## config.mk

```make
export PLATFORM = sky130hd
export DESIGN_NAME = mc_cpu
export DESIGN_NICKNAME = d
export VERILOG_FILES = /design/src/rtl/mc_cpu_pkg.sv /design/src/rtl/mc_cpu_ctrl.sv /design/src/rtl/mc_cpu.sv
export SDC_FILE = /design/constraint.sdc
export NUM_CORES = 2
export LEC_CHECK = 0
export BUFFER_PORTS_ARGS = -buffer_cell sky130_fd_sc_hd__clkbuf_2
export CORE_ASPECT_RATIO = 1.4
export CORE_MARGIN = 1.5
export CORE_UTILIZATION = 40
export DETAILED_ROUTE_END_ITERATION = 8
export PLACE_DENSITY_LB_ADDON = 0.3
export SYNTH_ARGS = -nofsm -noshare
export SYNTH_HDL_FRONTEND = slang
export SYNTH_HIERARCHICAL = 1
export SYNTH_SLANG_ARGS = --single-unit
```

## constraint.sdc

```tcl
create_clock -name clk -period 13.21 [get_ports clk]
set_clock_uncertainty 0.05 [all_clocks]
set_input_delay 2.642 -clock clk [delete_from_list [all_inputs] [get_ports clk]]
set_output_delay 2.642 -clock clk [all_outputs]
set_load 0.02 [all_outputs]
```

## src/rtl/mc_cpu_pkg.sv

```systemverilog
// Shared definitions for the multi-cycle MIPS-subset core: FSM states, opcode/funct
// constants, ALU op encoding and the decode helpers used by the control unit.
package mc_cpu_pkg;

  typedef enum logic [2:0] {
    StFetch,
    StDecode,
    StExec,
    StMem,
    StWb,
    StTrap
  } state_e;

  localparam logic [5:0] OP_RTYPE = 6'h00;
  localparam logic [5:0] OP_J     = 6'h02;
  localparam logic [5:0] OP_BEQ   = 6'h04;
  localparam logic [5:0] OP_BNE   = 6'h05;
  localparam logic [5:0] OP_ADDI  = 6'h08;
  localparam logic [5:0] OP_LW    = 6'h23;
  localparam logic [5:0] OP_SW    = 6'h2B;

  localparam logic [5:0] FN_ADD = 6'h20;
  localparam logic [5:0] FN_SUB = 6'h22;
  localparam logic [5:0] FN_AND = 6'h24;
  localparam logic [5:0] FN_OR  = 6'h25;
  localparam logic [5:0] FN_SLT = 6'h2A;

  typedef enum logic [2:0] {
    AluAdd,
    AluSub,
    AluAnd,
    AluOr,
    AluSlt
  } alu_op_e;

  // Non-R-type instructions all use the ALU as an adder (addi, lw/sw address).
  function automatic alu_op_e alu_control(logic [5:0] opcode, logic [5:0] funct);
    alu_op_e op;
    op = AluAdd;
    if (opcode == OP_RTYPE) begin
      case (funct)
        FN_SUB:  op = AluSub;
        FN_AND:  op = AluAnd;
        FN_OR:   op = AluOr;
        FN_SLT:  op = AluSlt;
        default: op = AluAdd;
      endcase
    end
    return op;
  endfunction

  function automatic logic is_legal(logic [5:0] opcode, logic [5:0] funct);
    case (opcode)
      OP_RTYPE: return funct inside {FN_ADD, FN_SUB, FN_AND, FN_OR, FN_SLT};
      OP_J, OP_BEQ, OP_BNE, OP_ADDI, OP_LW, OP_SW: return 1'b1;
      default: return 1'b0;
    endcase
  endfunction

endpackage

```

## src/rtl/mc_cpu_ctrl.sv

```systemverilog
// Control unit: multi-cycle FSM plus instruction decode, driving datapath selects and enables.
module mc_cpu_ctrl
  import mc_cpu_pkg::*;
(
  input  logic       clk,
  input  logic       rst_n,
  input  logic [5:0] opcode_i,
  input  logic [5:0] funct_i,
  input  logic       mem_ready_i,
  input  logic       a_eq_b_i,
  output state_e     state_o,
  output logic       mem_req_o,
  output logic       mem_we_o,
  output logic       addr_sel_alu_o,
  output logic       ir_we_o,
  output logic       ab_we_o,
  output logic       alu_we_o,
  output logic       alu_src_imm_o,
  output alu_op_e    alu_op_o,
  output logic       pc_branch_o,
  output logic       pc_jump_o,
  output logic       mdr_we_o,
  output logic       rf_we_o,
  output logic       dst_rt_o,
  output logic       wb_from_mdr_o,
  output logic       halted_o,
  output logic       instr_done_o
);

  state_e state_q, state_d;
  // Keeps mem_req low in the first cycle out of reset, since reset parks the FSM in fetch.
  logic   run_q;

  // State register and run flag.
  always_ff @(posedge clk or negedge rst_n) begin
    if (!rst_n) begin
      state_q <= StFetch;
      run_q   <= 1'b0;
    end else begin
      state_q <= state_d;
      run_q   <= 1'b1;
    end
  end

  // Next-state and control outputs.
  always_comb begin
    state_d         = state_q;
    mem_req_o       = 1'b0;
    mem_we_o        = 1'b0;
    addr_sel_alu_o  = 1'b0;
    ir_we_o         = 1'b0;
    ab_we_o         = 1'b0;
    alu_we_o        = 1'b0;
    pc_branch_o     = 1'b0;
    pc_jump_o       = 1'b0;
    mdr_we_o        = 1'b0;
    rf_we_o         = 1'b0;
    halted_o        = 1'b0;
    instr_done_o    = 1'b0;
    alu_op_o        = alu_control(opcode_i, funct_i);
    alu_src_imm_o   = (opcode_i != OP_RTYPE);
    dst_rt_o        = (opcode_i != OP_RTYPE);
    wb_from_mdr_o   = (opcode_i == OP_LW);
    unique case (state_q)
      StFetch: begin
        mem_req_o = run_q;
        if (run_q && mem_ready_i) begin
          ir_we_o = 1'b1;
          state_d = StDecode;
        end
      end
      StDecode: begin
        ab_we_o = 1'b1;
        state_d = is_legal(opcode_i, funct_i) ? StExec : StTrap;
      end
      StExec: begin
        case (opcode_i)
          OP_BEQ, OP_BNE: begin
            pc_branch_o  = (opcode_i == OP_BEQ) ? a_eq_b_i : !a_eq_b_i;
            instr_done_o = 1'b1;
            state_d      = StFetch;
          end
          OP_J: begin
            pc_jump_o    = 1'b1;
            instr_done_o = 1'b1;
            state_d      = StFetch;
          end
          OP_LW, OP_SW: begin
            alu_we_o = 1'b1;
            state_d  = StMem;
          end
          default: begin
            alu_we_o = 1'b1;
            state_d  = StWb;
          end
        endcase
      end
      StMem: begin
        mem_req_o      = 1'b1;
        mem_we_o       = (opcode_i == OP_SW);
        addr_sel_alu_o = 1'b1;
        if (mem_ready_i) begin
          if (opcode_i == OP_SW) begin
            instr_done_o = 1'b1;
            state_d      = StFetch;
          end else begin
            mdr_we_o = 1'b1;
            state_d  = StWb;
          end
        end
      end
      StWb: begin
        rf_we_o      = 1'b1;
        instr_done_o = 1'b1;
        state_d      = StFetch;
      end
      StTrap: begin
        halted_o = 1'b1;
      end
      default: state_d = StFetch;
    endcase
  end

  assign state_o = state_q;

endmodule

```

## src/rtl/mc_cpu.sv

```systemverilog
// Multi-cycle MIPS-subset core: datapath and register file around mc_cpu_ctrl.
// Optional feature macro: MC_CPU_PERF_EN adds perf_cycles / perf_instret counters.
module mc_cpu
  import mc_cpu_pkg::*;
#(
  parameter int unsigned       ADDR_W   = 32,
  parameter logic [ADDR_W-1:0] RESET_PC = '0,
  parameter int unsigned       NREG     = 32
) (
  input  logic              clk,
  input  logic              rst_n,
  output logic              mem_req,
  output logic              mem_we,
  output logic [ADDR_W-1:0] mem_addr,
  output logic [31:0]       mem_wdata,
  input  logic [31:0]       mem_rdata,
  input  logic              mem_ready,
  output logic              halted,
  output logic              dbg_wb_en,
  output logic [4:0]        dbg_wb_reg,
  output logic [31:0]       dbg_wb_data,
  output logic [ADDR_W-1:0] dbg_pc
`ifdef MC_CPU_PERF_EN
  ,
  output logic [31:0]       perf_cycles,
  output logic [31:0]       perf_instret
`endif
);

  localparam int unsigned RegIdxW = (NREG > 1) ? $clog2(NREG) : 1;

  logic [ADDR_W-1:0] pc_q, pc_d, target_q, target_d, jump_target;
  logic [31:0] ir_q, ir_d, a_q, a_d, b_q, b_d, alu_out_q, alu_out_d, mdr_q, mdr_d;
  logic [31:0] rf_q [NREG];
  logic [31:0] rf_d [NREG];

  state_e  state;
  alu_op_e alu_op;
  logic addr_sel_alu, ir_we, ab_we, alu_we, alu_src_imm, pc_branch, pc_jump;
  logic mdr_we, rf_we, dst_rt, wb_from_mdr, instr_done;

  logic [5:0]         opcode, funct;
  logic [4:0]         rs, rt, rd, dst;
  logic [RegIdxW-1:0] rs_idx, rt_idx, dst_idx;
  logic [31:0]        imm_sext, alu_b, alu_res, wb_data;

  assign opcode   = ir_q[31:26];
  assign rs       = ir_q[25:21];
  assign rt       = ir_q[20:16];
  assign rd       = ir_q[15:11];
  assign funct    = ir_q[5:0];
  assign imm_sext = {{16{ir_q[15]}}, ir_q[15:0]};
  assign dst      = dst_rt ? rt : rd;
  assign rs_idx   = rs[RegIdxW-1:0];
  assign rt_idx   = rt[RegIdxW-1:0];
  assign dst_idx  = dst[RegIdxW-1:0];
  assign wb_data  = wb_from_mdr ? mdr_q : alu_out_q;

  logic unused_shamt;
  assign unused_shamt = ^ir_q[10:6];

  if (ADDR_W > 26) begin : g_jump_wide
    assign jump_target = {pc_q[ADDR_W-1:26], ir_q[25:0]};
  end else begin : g_jump_narrow
    assign jump_target = ir_q[ADDR_W-1:0];
  end

  mc_cpu_ctrl u_ctrl (
    .clk            (clk),
    .rst_n          (rst_n),
    .opcode_i       (opcode),
    .funct_i        (funct),
    .mem_ready_i    (mem_ready),
    .a_eq_b_i       (a_q == b_q),
    .state_o        (state),
    .mem_req_o      (mem_req),
    .mem_we_o       (mem_we),
    .addr_sel_alu_o (addr_sel_alu),
    .ir_we_o        (ir_we),
    .ab_we_o        (ab_we),
    .alu_we_o       (alu_we),
    .alu_src_imm_o  (alu_src_imm),
    .alu_op_o       (alu_op),
    .pc_branch_o    (pc_branch),
    .pc_jump_o      (pc_jump),
    .mdr_we_o       (mdr_we),
    .rf_we_o        (rf_we),
    .dst_rt_o       (dst_rt),
    .wb_from_mdr_o  (wb_from_mdr),
    .halted_o       (halted),
    .instr_done_o   (instr_done)
  );

  // Shared ALU.
  always_comb begin
    alu_b = alu_src_imm ? imm_sext : b_q;
    case (alu_op)
      AluSub:  alu_res = a_q - alu_b;
      AluAnd:  alu_res = a_q & alu_b;
      AluOr:   alu_res = a_q | alu_b;
      AluSlt:  alu_res = {31'b0, ($signed(a_q) < $signed(alu_b))};
      default: alu_res = a_q + alu_b;
    endcase
  end

  // Datapath next-state; branch target is formed from the already-incremented PC.
  always_comb begin
    pc_d = pc_q;
    if (ir_we) begin
      pc_d = pc_q + ADDR_W'(1);
    end else if (pc_branch) begin
      pc_d = target_q;
    end else if (pc_jump) begin
      pc_d = jump_target;
    end
    ir_d      = ir_we ? mem_rdata : ir_q;
    a_d       = ab_we ? rf_q[rs_idx] : a_q;
    b_d       = ab_we ? rf_q[rt_idx] : b_q;
    target_d  = ab_we ? pc_q + ADDR_W'(imm_sext) : target_q;
    alu_out_d = alu_we ? alu_res : alu_out_q;
    mdr_d     = mdr_we ? mem_rdata : mdr_q;
    rf_d      = rf_q;
    if (rf_we && (dst_idx != '0)) begin
      rf_d[dst_idx] = wb_data;
    end
  end

  // Datapath and register file state.
  always_ff @(posedge clk or negedge rst_n) begin
    if (!rst_n) begin
      pc_q      <= RESET_PC;
      ir_q      <= '0;
      a_q       <= '0;
      b_q       <= '0;
      target_q  <= '0;
      alu_out_q <= '0;
      mdr_q     <= '0;
      rf_q      <= '{default: '0};
    end else begin
      pc_q      <= pc_d;
      ir_q      <= ir_d;
      a_q       <= a_d;
      b_q       <= b_d;
      target_q  <= target_d;
      alu_out_q <= alu_out_d;
      mdr_q     <= mdr_d;
      rf_q      <= rf_d;
    end
  end

  assign mem_addr    = addr_sel_alu ? alu_out_q[ADDR_W-1:0] : pc_q;
  assign mem_wdata   = b_q;
  assign dbg_wb_en   = rf_we && (dst_idx != '0);
  assign dbg_wb_reg  = dst;
  assign dbg_wb_data = wb_data;
  // Outside fetch the PC has already advanced past the instruction in flight.
  assign dbg_pc      = (state == StFetch) ? pc_q : pc_q - ADDR_W'(1);

`ifdef MC_CPU_PERF_EN
  logic [31:0] perf_cycles_q, perf_cycles_d, perf_instret_q, perf_instret_d;

  // Performance counter next-state.
  always_comb begin
    perf_cycles_d  = halted ? perf_cycles_q : perf_cycles_q + 32'd1;
    perf_instret_d = instr_done ? perf_instret_q + 32'd1 : perf_instret_q;
  end

  // Performance counter registers.
  always_ff @(posedge clk or negedge rst_n) begin
    if (!rst_n) begin
      perf_cycles_q  <= '0;
      perf_instret_q <= '0;
    end else begin
      perf_cycles_q  <= perf_cycles_d;
      perf_instret_q <= perf_instret_d;
    end
  end

  assign perf_cycles  = perf_cycles_q;
  assign perf_instret = perf_instret_q;
`else
  logic unused_instr_done;
  assign unused_instr_done = instr_done;
`endif

endmodule

```

Word-level counts from Yosys, hierarchy flattened
Cells that the tools add are included.
{ "totals": {"register_bits": 1252, "inputBits": 35, "out_inout_bits": 137, "wordCells": 143} }
{ "classes": {"eq_ne": 23, "n_addsub": 5, "bitwise_logic": 6, "reduce_logical": 16, "n_mux": 46, "n_lt_le_gt_ge": 5} }
{ "ops": {"columns": ["operator", "n"], "rows": [
  ["1024-bit bitwise mux", 1],
  ["32-bit 2-to-1 mux", 11],
  ["32-bit binary-select mux with 5-bit select", 2],
  ["32-bit demux with 5-bit select", 1],
  ["32-bit one-hot mux with 4 select lines", 1],
  ["32-bit adder", 2],
  ["6-bit equality test (second input constant)", 7],
  ["32-bit by 1-bit adder with 32-bit output (second input constant)", 1],
  ["32-bit bitwise AND", 1],
  ["32-bit equality test", 1],
  ["32-bit less-than comparator", 1],
  ["32-bit bitwise OR", 1],
  ["32-bit by 1-bit subtractor with 32-bit output (second input constant)", 1],
  ["32-bit subtractor", 1],
  ["26-bit 2-to-1 mux", 1],
  ["6-bit greater-or-equal comparator (second input constant)", 3],
  ["1-bit 2-to-1 mux", 18],
  ["5-bit NOT with 6-bit output", 3],
  ["3-bit 2-to-1 mux", 5],
  ["3-bit one-hot mux with 5 select lines", 1],
  ["3-bit by 2-bit equality test with 1-bit output (second input constant)", 4],
  ["6-bit by 3-bit equality test with 1-bit output (second input constant)", 2],
  ["3-bit one-hot mux with 4 select lines", 1],
  ["5-bit nonzero test", 2],
  ["22 further kinds", 29]
]} }

Logic depth before layout (Yosys ltp)
{ "logic_depth": {"ltp_word": 8, "depth_mapped": 19, "mapped_depth_nobuf": 17} }

By module
The synthesis kept the hierarchy.
{ "by_module_without_submodules": {"columns": ["module", "cells_per_inst", "seq_area_each_um2", "n_inst", "area_per_inst_um2"], "rows": [
  ["mc_cpu", 6278, 31230.0, 1, 68956.1],
  ["mc_cpu_ctrl", 76, 100.1, 1, 544.3]
]} }

Least setup slack after synthesis
No wires, ideal clock.
{ "synth_timing": {"path_kind": "flip-flop to output port", "startpoint": "register pc_q[2]", "endpoint": "output dbg_pc[31]", "t_arrival_ns": 2.674, "path_stages_with_launch": 12, "slack_ns": 7.844, "t_required_ns": 10.518, "path_buffers": 2, "path_cell_list": "dfrtp_1 -> buf_6 -> nor4_2 -> nand2_1 -> or3_1 -> or2_4 -> nor4_4 -> nand2_1 -> or2_1 -> buf_6 -> nor4_4 -> xor2_1"} }
{ "synth_via": {"elab_chain_len": 2} }
{ "synth_lines": {"columns": ["item", "line_no", "source"], "rows": [
  ["start, declared", "mc_cpu.sv:32", "logic [ADDR_W-1:0] pc_q, pc_d, target_q, target_d, jump_target;"],
  ["start signal, assigned", "mc_cpu.sv:140", "pc_q <= pc_d;"],
  ["32-bit by 1-bit subtractor with 32-bit output", "mc_cpu.sv:157", "assign dbg_pc = (state == StFetch) ? pc_q : pc_q - ADDR_W'(1);"],
  ["32-bit 2-to-1 mux", "mc_cpu.sv:157", null],
  ["end, declared", "mc_cpu.sv:22", "output logic [ADDR_W-1:0] dbg_pc"]
]} }
Every way passes these cells.

Worst setup path in the final report
{ "layout_timing": {"startpoint": "register ir_q[26]", "endpoint": "output dbg_wb_data[9]"} }
{ "layout_via": {"elab_chain_len": 2} }
{ "layout_lines": {"columns": ["item", "line_no", "source"], "rows": [
  ["start, declared", "mc_cpu.sv:33", "logic [31:0] ir_q, ir_d, a_q, a_d, b_q, b_d, alu_out_q, alu_out_d, mdr_q, mdr_d;"],
  ["start signal, assigned", "mc_cpu.sv:141", "ir_q <= ir_d;"],
  ["6-bit equality test", "mc_cpu_ctrl.sv:63", "wb_from_mdr_o = (opcode_i == OP_LW);"],
  ["net wb_from_mdr", "mc_cpu.sv:40", "logic mdr_we, rf_we, dst_rt, wb_from_mdr, instr_done;"],
  ["32-bit 2-to-1 mux", "mc_cpu.sv:57", "assign wb_data = wb_from_mdr ? mdr_q : alu_out_q;"],
  ["end, declared", "mc_cpu.sv:21", "output logic [31:0] dbg_wb_data,"]
]} }
The timed path passes the listed nets, and every way through them passes these cells.

==> results.json <==
{
  "ff_latch_area_mm2": 0.0314,
  "final_hold_viol_count": 0,
  "crit_path_max_fanout": 32,
  "postCtsHoldBufs": 0,
  "setup_ws_ns": 5.62,
  "overflow": 0,
  "cts_buffers": 116,
  "wl_per_cell_um": 28.2,
  "netlist_area_mm2": 0.0695,
  "cp.required_ns": 10.52,
  "cts_root_buf": "clkbuf_16",
  "finalWirelength_um": 241000,
  "io-pin-count": 172,
  "postSynthCellCount": 6351,
  "area_growth_pct": 10.1,
  "drc": 0,
  "die-height_um": 496,
  "drt_pass1_iterations": 6,
  "grt_pass1_vias": 51600,
  "coreArea_mm2": 0.172,
  "power_leakage_uw": 0.0336,
  "antenna_left": 0,
  "worst-setup-path-type": "flop to output pin",
  "dp_worst_setup_slack_ns": 6.44,
  "yosysWarnings": 6,
  "io_buffers": 171,
  "peakVddDrop_v": 0.000105,
  "vias": 52500,
  "cts_tree": "yes",
  "startpoint_type": "flop",
  "slew_headroom": 0.165,
  "fin_setup_tns_ns": 0,
  "hp-class": "flop to flop",
  "tightest_slew_ns": 1.25,
  "drive_gt1_frac": 0.217,
  "maxCapViolCount": 0,
  "rsz0062_at_grt": "false",
  "multiInputGateArea_mm2": 0.0360,
  "clk_latency_ns": 0.77,
  "drt_iter0_markers": 5698,
  "syn_avg_cell_area_um2": 10.9,
  "setup_viol": 0,
  "gp_congestion": 0.988,
  "cts_resized": 0,
  "p_per_area_mw_per_mm2": 104,
  "placed_cell_area_mm2": 0.0726,
  "synth_nets": 6524,
  "track_usage": 0.272,
  "max_freq_ghz": 0.132,
  "ctsHtreeMaxLevel": 3,
  "grt_max_degree": 186,
  "cts_buffer_depth": 3,
  "rows": 180,
  "crit_path_end_kind": "output pin",
  "final_area_mm2": 0.0765,
  "antenna_found_initial": 13,
  "initial_utilization": 0.403,
  "die_w_um": 355,
  "fill_cells": 15900,
  "final_nets": 6320,
  "finalCriticalPeriod_ns": 7.59,
  "slew_violations": 0,
  "grt_pass1_wl_um": 353000,
  "status": "finished, final reports clean",
  "dp_hpwl_um": 151000,
  "clk_pin_slew_ns": 0.07,
  "dieArea_mm2": 0.176,
  "fin_crit_sh": 0.574,
  "cts.sinks": 1252,
  "arrival_ns": 4.89,
  "postCtsSetupRepairBufs": 0,
  "power_uw": 7930,
  "timing.hold.ws_ns": 0.344,
  "via_per_inst": 6.16
}
==> final timing paths <==
| check | startpoint | endpoint | slack, ns | cells after the start |
|---|---|---|---|---|
| hold reg to reg | rf_q[1009] | rf_q[1009] | 0.34 | 0 |
| setup reg to reg | ir_q[29] | alu_out_q[0] | 7.62 | 16 |
| max in group asynchronous | rst_n | ir_q[21] | 8.75 | 3 |
| hold / removal | rf_q[1009] | rf_q[1009] | 0.34 | 0 |
| setup / recovery | ir_q[26] | dbg_wb_data[9] | 5.62 | 8 |
| min in group asynchronous | rst_n | rf_q[529] | 1.85 | 1 |
==> cell usage in the layout, fill, tap and decap left out, types with 17 or more instances in the layout <==
cell,count
mux2i_1,93
nand2b_1,17
o211ai_1,17
mux2i_4,32
xor2_1,69
a21o_1,32
nor3_1,27
inv_1,152
clkbuf_2,170
dfrtp_1,1242
clkbuf_8,26
mux4_2,640
nor2_1,1238
ha_1,135
clkinv_2,25
nor2_4,33
o21ai_0,95
a211oi_1,17
nor2b_1,28
nor4_1,18
xnor2_1,53
clkbuf_16,116
nand2_1,117
nand3_1,41
clkbuf_1,19
a21oi_1,1237
buf_4,92
or3_1,17
mux2_2,129
a31oi_1,24
==> area by class of cell <==
cell class | instances | area share
Antenna cell | 6 | 0.000196
Clock buffer | 161 | 0.0435
Clock inverter | 57 | 0.00790
Inverter | 154 | 0.00755
Multi-Input combinational cell | 4349 | 0.470
Sequential cell | 1252 | 0.410
Tap cell | 2275 | 0.0372
Timing Repair Buffer | 274 | 0.0233
==> where the power goes <==
group | switching (uW) | total [uW] | leakage (uW) | internal, uW
Sequential | 50.6 | 3890 | 0.0174 | 3840
Combinational | 339 | 515 | 0.0143 | 176
Clock | 1580 | 3520 | 0.00193 | 1950
==> critical path, stage by stage, from the launching register on <==
cell	delay (ns)
dfrtp_1	0.49
nor3b_1	0.38
nand3_1	0.23
nor2_4	0.12
buf_4	0.45
buf_4	0.80
mux2i_4	0.95
inv_1	0.36
clkbuf_2	0.25
==> state kept, by name, indices dropped and copies added, names as in the netlist <==
register        flops
a_q                32
alu_out_q          32
ir_q               32
mdr_q              32
mem_wdata          32
pc_q               32
rf_q             1024
target_q           32
u_ctrl/run_q        1
u_ctrl/state_o      3
==> per-layer routing <==
layer	global-route usage	vias up	wire [um]
li1	-	22500	-
met1	0.355	26800	93000
met2	0.433	2543	113000
met3	0.0496	589	21000
met4	0.145	16	14000
met5	0	-	114
==> through the flow <==
step,util,instances
after floorplan,-,6351
after global placement,0.421,8304
after CTS,0.444,8522
after detailed placement,0.421,8304
after global routing,0.444,8523
final,0.444,8528
(Power assumes the default switching activity.)
